<file path="src/rtl/uart_pkg.sv">
// UART shared definitions: parity codes, TX FSM states
// and a constant clog2 helper used by TX and RX blocks.
package uart_pkg;

  localparam int PAR_NONE = 0;
  localparam int PAR_EVEN = 1;
  localparam int PAR_ODD  = 2;

  typedef enum logic [2:0] {
    ST_IDLE,
    ST_START,
    ST_DATA,
    ST_PARITY,
    ST_STOP
  } tx_state_e;

  function automatic int clog2(input int v);
    int r;
    r = 0;
    while ((1 << r) < v) r++;
    return r;
  endfunction

endpackage

</file>
<file path="src/rtl/sync_fifo.sv">
// Synchronous FIFO with registered count and
// combinational read of the head entry.
module sync_fifo
  import uart_pkg::*;
#(
  parameter int WIDTH = 8,
  parameter int DEPTH = 16
) (
  input  logic                  clk,
  input  logic                  reset,
  input  logic                  push_i,
  input  logic [WIDTH-1:0]      wdata_i,
  input  logic                  pop_i,
  output logic [WIDTH-1:0]      rdata_o,
  output logic                  full_o,
  output logic                  empty_o,
  output logic [clog2(DEPTH):0] count_o
);

  localparam int AW = clog2(DEPTH);
  localparam int CW = AW + 1;

  if (DEPTH < 2 || (1 << AW) != DEPTH) begin : g_bad_depth
    $error("sync_fifo DEPTH must be a power of 2 >= 2");
  end

  logic [WIDTH-1:0] mem_q [DEPTH];
  logic [AW-1:0]    wptr_q;
  logic [AW-1:0]    rptr_q;
  logic [AW:0]      cnt_q;
  logic             do_push;
  logic             do_pop;

  assign full_o  = (cnt_q == CW'(DEPTH));
  assign empty_o = (cnt_q == '0);
  assign do_push = push_i && !full_o;
  assign do_pop  = pop_i && !empty_o;
  assign rdata_o = mem_q[rptr_q];
  assign count_o = cnt_q;

  always_ff @(posedge clk) begin
    if (do_push) mem_q[wptr_q] <= wdata_i;
  end

  always_ff @(posedge clk or posedge reset) begin
    if (reset) begin
      wptr_q <= '0;
      rptr_q <= '0;
      cnt_q  <= '0;
    end else begin
      if (do_push) wptr_q <= wptr_q + 1'b1;
      if (do_pop)  rptr_q <= rptr_q + 1'b1;
      case ({do_push, do_pop})
        2'b10:   cnt_q <= cnt_q + 1'b1;
        2'b01:   cnt_q <= cnt_q - 1'b1;
        default: cnt_q <= cnt_q;
      endcase
    end
  end

endmodule

</file>
<file path="src/rtl/uart_tx_fifo.sv">
// FIFO-fed UART transmitter with configurable frame
// format and runtime baud divisor; frames go out back to back.
module uart_tx_fifo
  import uart_pkg::*;
#(
  parameter int CLK_FREQ   = 100_000_000,
  parameter int BAUD_RATE  = 115200,
  parameter int DATA_BITS  = 8,
  parameter int PARITY     = 0,
  parameter int STOP_BITS  = 1,
  parameter int FIFO_DEPTH = 16,
  parameter int DIV_W      = 16
) (
  input  logic                       clk,
  input  logic                       reset,
  input  logic                       s_valid,
  input  logic [DATA_BITS-1:0]       s_data,
  output logic                       s_ready,
  input  logic [DIV_W-1:0]           baud_div,
  output logic                       tx_serial,
  output logic                       tx_busy,
  output logic [clog2(FIFO_DEPTH):0] fifo_count
);

  localparam logic [DIV_W-1:0] DEF_DIV =
    DIV_W'(CLK_FREQ / BAUD_RATE);
  localparam logic [3:0] LAST_DATA = 4'(DATA_BITS - 1);
  localparam logic [3:0] LAST_STOP = 4'(STOP_BITS - 1);

  if (DATA_BITS < 5 || DATA_BITS > 9) begin : g_bad_data
    $error("DATA_BITS must be 5..9");
  end
  if (PARITY < 0 || PARITY > 2) begin : g_bad_par
    $error("PARITY must be 0, 1 or 2");
  end
  if (STOP_BITS < 1 || STOP_BITS > 2) begin : g_bad_stop
    $error("STOP_BITS must be 1 or 2");
  end

  tx_state_e            state_q, state_d;
  logic [DIV_W-1:0]     div_q, div_d;
  logic [DIV_W-1:0]     baud_q, baud_d;
  logic [3:0]           bit_q, bit_d;
  logic [DATA_BITS-1:0] shift_q, shift_d;
  logic                 par_q, par_d;
  logic                 tx_q, tx_d;
  logic                 busy_q, busy_d;
  logic [DATA_BITS-1:0] head;
  logic                 pop;
  logic                 load;
  logic                 full;
  logic                 empty;
  logic                 bit_end;

  sync_fifo #(
    .WIDTH(DATA_BITS),
    .DEPTH(FIFO_DEPTH)
  ) u_fifo (
    .clk    (clk),
    .reset  (reset),
    .push_i (s_valid),
    .wdata_i(s_data),
    .pop_i  (pop),
    .rdata_o(head),
    .full_o (full),
    .empty_o(empty),
    .count_o(fifo_count)
  );

  assign s_ready   = !full;
  assign tx_serial = tx_q;
  assign tx_busy   = busy_q;
  assign bit_end   = (baud_q == div_q - 1'b1);

  always_comb begin
    state_d = state_q;
    div_d   = div_q;
    baud_d  = baud_q + 1'b1;
    bit_d   = bit_q;
    shift_d = shift_q;
    par_d   = par_q;
    tx_d    = tx_q;
    busy_d  = busy_q;
    load    = 1'b0;
    pop     = 1'b0;
    unique case (state_q)
      ST_IDLE: begin
        baud_d = '0;
        load   = !empty;
      end
      ST_START: begin
        if (bit_end) begin
          baud_d  = '0;
          bit_d   = '0;
          tx_d    = shift_q[0];
          state_d = ST_DATA;
        end
      end
      ST_DATA: begin
        if (bit_end) begin
          baud_d  = '0;
          shift_d = shift_q >> 1;
          if (bit_q == LAST_DATA) begin
            bit_d = '0;
            if (PARITY != PAR_NONE) begin
              tx_d    = par_q;
              state_d = ST_PARITY;
            end else begin
              tx_d    = 1'b1;
              state_d = ST_STOP;
            end
          end else begin
            bit_d = bit_q + 1'b1;
            tx_d  = shift_q[1];
          end
        end
      end
      ST_PARITY: begin
        if (bit_end) begin
          baud_d  = '0;
          tx_d    = 1'b1;
          state_d = ST_STOP;
        end
      end
      ST_STOP: begin
        if (bit_end) begin
          baud_d = '0;
          if (bit_q == LAST_STOP) begin
            load = !empty;
            if (empty) begin
              tx_d    = 1'b1;
              busy_d  = 1'b0;
              state_d = ST_IDLE;
            end
          end else begin
            bit_d = bit_q + 1'b1;
          end
        end
      end
      default: state_d = ST_IDLE;
    endcase
    // Frame start shared by IDLE and the zero-gap stop exit.
    if (load) begin
      pop     = 1'b1;
      div_d   = (baud_div == '0) ? DEF_DIV : baud_div;
      shift_d = head;
      par_d   = (PARITY == PAR_ODD) ? ~^head : ^head;
      tx_d    = 1'b0;
      busy_d  = 1'b1;
      baud_d  = '0;
      state_d = ST_START;
    end
  end

  always_ff @(posedge clk or posedge reset) begin
    if (reset) begin
      state_q <= ST_IDLE;
      div_q   <= DEF_DIV;
      baud_q  <= '0;
      bit_q   <= '0;
      shift_q <= '0;
      par_q   <= 1'b0;
      tx_q    <= 1'b1;
      busy_q  <= 1'b0;
    end else begin
      state_q <= state_d;
      div_q   <= div_d;
      baud_q  <= baud_d;
      bit_q   <= bit_d;
      shift_q <= shift_d;
      par_q   <= par_d;
      tx_q    <= tx_d;
      busy_q  <= busy_d;
    end
  end

endmodule

</file>
<file path="config.mk">
export PLATFORM = sky130hd
export DESIGN_NAME = uart_tx_fifo
export DESIGN_NICKNAME = d
export VERILOG_FILES = /design/src/rtl/uart_pkg.sv /design/src/rtl/sync_fifo.sv /design/src/rtl/uart_tx_fifo.sv
export SDC_FILE = /design/constraint.sdc
export NUM_CORES = 1
export LEC_CHECK = 0
export ABC_AREA = 1
export CAP_MARGIN = 20
export CORE_MARGIN = 2
export CORE_UTILIZATION = 50
export DETAILED_ROUTE_END_ITERATION = 7
export PLACE_DENSITY_LB_ADDON = 0.15
export SYNTH_ARGS = -nofsm -noshare
export SYNTH_HDL_FRONTEND = slang
export SYNTH_SLANG_ARGS = --single-unit
</file>
<file path="constraint.sdc">
create_clock -name clk -period 3.8 [get_ports clk]
set_input_delay 0.76 -clock clk [delete_from_list [all_inputs] [get_ports clk]]
set_output_delay 0.76 -clock clk [all_outputs]
set_load 0.02 [all_outputs]
</file>
# Word-level counts from Yosys, hierarchy flattened
# Memory sizes are Yosys's and may differ from the RTL's.
# Index checks and enable logic that the tools add are counted.
[op_classes]
reduce_logical = 22
mux = 43
n_addsub = 7
n_eq_ne = 21
[op_table]
columns = ["operator", "count"]
rows = [
  ["two-way mux 16 bit", 3],
  ["one-hot mux 16 bit (2 select lines)", 1],
  ["two-way mux 3 bit", 8],
  ["two-way mux 8 bit", 3],
  ["two-way mux 4 bit", 5],
  ["two-way mux 1 bit", 18],
  ["inequality test 3 bit, second input constant", 6],
  ["adder 16 x 1 -> 16 bit, second input constant", 1],
  ["equality test 16 bit", 1],
  ["logical NOT 16 bit", 1],
  ["subtractor 16 x 1 -> 16 bit, second input constant", 1],
  ["one-hot mux 3 bit (5 select lines)", 1],
  ["adder 4 x 1 -> 4 bit, second input constant", 3],
  ["one-hot mux 4 bit (3 select lines)", 1],
  ["nonzero test 2 bit", 6],
  ["inequality test 2 bit, second input constant", 5],
  ["one-hot mux 5 bit (2 select lines)", 1],
  ["AND reduction 8 bit", 1],
  ["AND reduction 7 bit", 1],
  ["equality test 3 x 2 -> 1 bit, second input constant", 2],
  ["adder 5 x 1 -> 5 bit, second input constant", 1],
  ["equality test 5 bit, second input constant", 1],
  ["logical NOT 5 bit", 1],
  ["AND reduction 5 bit", 1],
  ["18 further kinds", 20],
]
[word_totals]
n_memories = 1
register_bits = 62
mem_bits_rw = 128
inputBits = 27
[mem_list]
columns = ["name", "words", "width", "read_ports", "rd_clocked_by_memory_dff", "write_ports", "line", "text"]
rows = [
  ["u_fifo.mem_q", 16, 8, 1, 0, 1, "sync_fifo.sv:27", "logic [WIDTH-1:0] mem_q [DEPTH];"],
]

# Longest topological paths before layout
[depth]
word_depth = 9
ltp_mapped = 24

# Cells and area by module
# From an unflattened synthesis, not the netlist that was laid out.
[hier_totals]
cells_unflattened = 1113
hier_area_um2 = 9579.2
[by_module_without_submodules]
columns = ["mod", "cells_each", "n_inst", "area_per_inst_um2", "seq_area_each_um2"]
rows = [
  ["sync_fifo", 623, 1, 6231.0, 4169.0],
  ["uart_tx_fifo", 490, 1, 3348.2, 1233.7],
]

# Worst setup path before layout
# No wires, ideal clock.
[synth_timing]
path_kind = "reg2reg"
startpoint = "register div_q[0]"
endpoint = "register u_fifo.cnt_q[4] (netlist: u_fifo.count_o[4])"
setup_ps = 132
path_slack_ps = 548
arrival_ps = 3120
n_path_buf = 1
stages_incl_launch_ff = 24
path_cell_list = "dfrtp_1 -> inv_2 -> ha_1 -> inv_1 -> nand2_1 -> nand2_1 -> nand2_1 -> nand2_1 -> nand3b_1 -> or2_0 -> nor2_4 -> nand3_4 -> o21ai_4 -> buf_4 -> ha_1 -> xor2_1 -> ha_1 -> nor2_1 -> o21ai_0 -> a21oi_1 -> nand2_1 -> nand2_1 -> nor2_1 -> xor2_1"
[synth_between]
elab_chain_cells = 8
[synth_rtl]
columns = ["element", "line", "text"]
rows = [
  ["start, declared", "uart_tx_fifo.sv:41", "logic [DIV_W-1:0] div_q, div_d;"],
  ["start signal, assigned", "uart_tx_fifo.sv:167", "div_q <= div_d;"],
  ["subtractor 16 x 1 -> 16 bit *", "uart_tx_fifo.sv:73", "assign bit_end = (baud_q == div_q - 1'b1);"],
  ["equality test 16 bit *", "uart_tx_fifo.sv:73", ""],
  ["two-way mux 1 bit *", "uart_tx_fifo.sv:126", "if (bit_end) begin"],
  ["one-hot mux 1 bit (2 select lines) *", "uart_tx_fifo.sv:86", "unique case (state_q)"],
  ["two-way mux 1 bit *", "uart_tx_fifo.sv:143", "if (load) begin"],
  ["logical AND 1 bit *", "sync_fifo.sv:37", "assign do_pop = pop_i && !empty_o;"],
  ["named net u_fifo.do_pop", "sync_fifo.sv:32", "logic do_pop;"],
  ["equality test 2 x 1 -> 1 bit or equality test 2 bit (tied branches)", "sync_fifo.sv:53", "case ({do_push, do_pop})"],
  ["one-hot mux 5 bit (2 select lines) or nonzero test 2 bit (tied branches)", "--", ""],
  ["end signal, assigned", "sync_fifo.sv:54", "2'b10: cnt_q <= cnt_q + 1'b1;"],
  ["end signal, assigned", "sync_fifo.sv:55", "2'b01: cnt_q <= cnt_q - 1'b1;"],
  ["end signal, assigned", "sync_fifo.sv:56", "default: cnt_q <= cnt_q;"],
  ["end, declared", "sync_fifo.sv:30", "logic [AW:0] cnt_q;"],
]
# Mark *: on every way through the listed nets, which the timed path passes. The rest lies on a longest branch.
# A chain may end at the register's enable or synchronous reset.

# Worst setup path after layout
[layout_timing]
startpoint = "register div_q[0]"
endpoint = "register u_fifo.cnt_q[4] (netlist: u_fifo.count_o[4])"
[layout_between]
elab_chain_cells = 8
[layout_rtl]
columns = ["element", "line"]
rows = [
  ["subtractor 16 x 1 -> 16 bit *", "uart_tx_fifo.sv:73"],
  ["equality test 16 bit *", "uart_tx_fifo.sv:73"],
  ["two-way mux 1 bit *", "uart_tx_fifo.sv:126"],
  ["one-hot mux 1 bit (2 select lines) *", "uart_tx_fifo.sv:86"],
  ["two-way mux 1 bit *", "uart_tx_fifo.sv:143"],
  ["logical AND 1 bit *", "sync_fifo.sv:37"],
  ["equality test 2 x 1 -> 1 bit or equality test 2 bit (tied branches)", "sync_fifo.sv:53"],
  ["one-hot mux 5 bit (2 select lines) or nonzero test 2 bit (tied branches)", "--"],
]
# Every way passes the cells marked *; elsewhere a longest branch is shown, timed or not.

==> results_dict.tcl <==
set metrics [dict create \
    drc 0 \
    first_pass_iters 5 \
    place_area_um2 9610 \
    grt_pass1_vias 6355 \
    tritoncts "yes" \
    slew_headroom 0.452 \
    core_um2 17400 \
    drv_cap 0 \
    fin_crit_sh 0.886 \
    fmax_ghz 0.297 \
    yosysUniqueCellTypes 43 \
    period_needed_ns 3.37 \
    clk_latency_ns 0.43 \
    multi_input_area_um2 3100 \
    cp_cell_sequence "inv_2 > ha_1 > nand2_2 > nor2_2 > xor2_1 > nand2_1 > clkinv_1 > nand2_1 > nor2_4 > nand3_4 > o21ai_4 > ha_1 > xor2_1 > ha_1 > nor2_1 > o21ai_0 > a21oi_1 > nand2_1 > nand2_1 > nor2_1 > xor2_1" \
    synth_edf_count 128 \
    clock_sinks 190 \
    root_buffer "clkbuf_16" \
    mappedNetlistNets 955 \
    initialDrtViolationCount 431 \
    synthFlopType "edfxtp_1" \
    netlist_area_um2 8970 \
    initial_core_util 0.515 \
    p_per_area_nw_per_um2 753 \
    drv_slew 0 \
    wl_per_cell_um 17.1 \
    async_flop_share 0.326 \
    yosys-top-cells-area "edfxtp_1 (43%), dfrtp_1 (16%), nand2_1 (7.9%), nor2_1 (5.1%), inv_1 (3.7%)" \
    gr-total-overflow 0 \
    dieArea_um2 19000 \
    max_stage_delay_ns 0.41 \
    start_kind "register" \
    h-tree-depth 4 \
    worst_slew_pin_slew_ns 0.818 \
    final_layout_size_suffix_gt1_frac 0.0801 \
    routed_wl_mm 20.5 \
    hpwl_mm 14.2 \
    path_clk_slew_ns 0.07 \
    ys_seq_area_frac 0.602 \
    irDropWorstVdd_uv 420 \
    cts_buffer_depth 2 \
    p_leak_uw 0.00409 \
    fp.dieW_um 138 \
    register_area_um2 5400 \
    nets 1001 \
    cp_max_fo 6 \
    rsz0062_at_grt "false" \
    grt_max_degree 68 \
    antenna_cells 0 \
    synth_top_area_frac 0.428 \
    final_hold_viol_count 0 \
    critPathRequiredTime_ns 4.12 \
    place_congestion 0.895 \
    grt_usage 0.230 \
    vias 6563 \
    hold_class "register to register" \
    critical_path_class "register to register" \
    p_total_uw 7700 \
    yosys_warnings 0 \
    crit_arrival_ns 3.68 \
    antenna_found_initial 0 \
    grt_pass1_wl_mm 32.8 \
    stdcell_area_um2 10200 \
    port_buffers 34 \
    die_y_um 138 \
    worstSetupEndpointType "register" \
    area_growth_pct 14.0 \
    fillCellCount 1509 \
    ioPinCount 35 \
    finalSetupViolations 0 \
    cp_slowest_cell "dfrtp_1" \
    path_common_cell "nand2_1" \
    syn-mean-instance-area_um2 9.80 \
    drt-vias-per-instance 5.47 \
    path_delay_family "simple AND/OR/NAND/NOR gates" \
    finalSetupTns_ns 0 \
    yosys_register_bits 190 \
    crit_buf_inv 2 \
    netlist_instances 915 \
    num_rows 48 \
    outcome "finished clean" \
    ant_nets 0 \
    fin_worst_skew_ns 0.0115 \
    synth_largest_area_cell "edfxtp_1" \
    cts_made_buffers 17 \
    postCtsHoldBufs 0 \
]
## worst paths after layout
check                          start                end  slack (ns)  depth (start not counted)
setup / recovery            div_q[0]  u_fifo.count_o[4]        0.43                         21
setup reg to reg            div_q[0]  u_fifo.count_o[4]        0.43                         21
hold reg to reg            tx_serial          tx_serial        0.47                          2
max in group asynchronous      reset          tx_serial        2.46                          3
min in group asynchronous      reset           div_q[7]        0.61                          2
hold / removal             tx_serial          tx_serial        0.47                          2
## synth_stat cells (3+ instances only)
library cell	count
a21oi_1	36
a221oi_1	9
a31oi_1	6
buf_4	3
clkbuf_1	19
clkinv_1	3
dfrtp_1	56
dfstp_2	6
edfxtp_1	128
ha_1	13
inv_1	88
nand2_1	189
nand2_2	3
nand3_1	53
nand4_1	16
nor2_1	122
nor2_2	4
nor2_4	5
nor3_1	7
nor4_1	8
o21ai_0	63
o221ai_1	6
o22ai_1	11
o31ai_1	4
xnor2_1	9
xor2_1	24
## layout by cell type, fill, tap and decap left out, types with 16 or more instances in the layout
master and n:
a21oi_1 36, buf_4 17, clkbuf_16 17, clkdlybuf4s50_1 34
dfrtp_1 55, edfxtp_1 128, inv_1 87, nand2_1 189
nand3_1 53, nand4_1 16, nor2_1 122, o21ai_0 63
xor2_1 24
## metrics by stage
step / util / setup WS [ns] / std cells / hold slack (ns)
final: 0.587 / 0.432 / 1199 / 0.470
after detailed placement: 0.552 / 0.439 / 1167 / 0.467
after global routing: 0.587 / 0.0330 / 1199 / 0.505
after CTS: 0.587 / 0.415 / 1199 / 0.477
after floorplan: - / 0.548 / 915 / 0.451
after global placement: 0.552 / 0.556 / 1167 / 0.454
## area by class of cell
class | instances | area share
well taps | 225 | 0.0275
multi-input cells | 607 | 0.303
inverters | 93 | 0.0341
clock buffers | 17 | 0.0416
clock inverters | 15 | 0.0186
flip-flops and latches | 190 | 0.528
repair buffers | 52 | 0.0469
## worst register-to-register path, delay by kind of cell (launching register included)
family | cells | cell delay (ns)
AOI/OAI and AO/OA | 3 | 0.45
adders and majority gates | 3 | 0.70
xor gates and xnor gates | 3 | 0.55
DFF | 1 | 0.41
and+or+nand+nor | 10 | 0.99
buffers and inverters | 2 | 0.16
## routing by layer
metal / part of all wire / up-vias / track usage
met2: 0.49 / 188 / 0.392
li1: - / 3212 / -
met5: 0 / - / 0
met4: 0.032 / 0 / 0.0924
met1: 0.43 / 3121 / 0.297
met3: 0.043 / 42 / 0.0355
## cell families (layout without fill, tap and decap cells)
| kind of cell | after synthesis | after routing | synth area share |
|---|---|---|---|
| AND/OR/NAND/NOR | 417 | 417 | 0.201 |
| adder cells (fa/ha/maj) | 13 | 13 | 0.0181 |
| buffers and inverters | 118 | 177 | 0.0524 |
| flip-flops | 190 | 190 | 0.602 |
| AO/OA/AOI/OAI | 144 | 144 | 0.0939 |
| XOR/XNOR | 33 | 33 | 0.0322 |
## repair_timing
action / 4_1_cts / 5_1_grt
buffers inserted: 0 / 0
resized for setup: 0 / 1
setup endpoints to repair: 0 / 1
endpoints found under the hold margin: 0 / 0
## where the power goes
part | internal (uW) | switching (uW) | leakage (uW)
clock | 1010 | 836 | 0.000300
sequential | 2620 | 313 | 0.00193
combinational | 967 | 1960 | 0.00186
## registers in the layout (all words and copies together), names as in the netlist
register,flops
shift_q,8
tx_serial,1
u_fifo.rptr_q,4
div_q,16
u_fifo.mem_q,128
bit_q,4
u_fifo.count_o,5
state_q,3
tx_busy,1
u_fifo.wptr_q,4
baud_q,16
(Power assumes the default switching activity.)
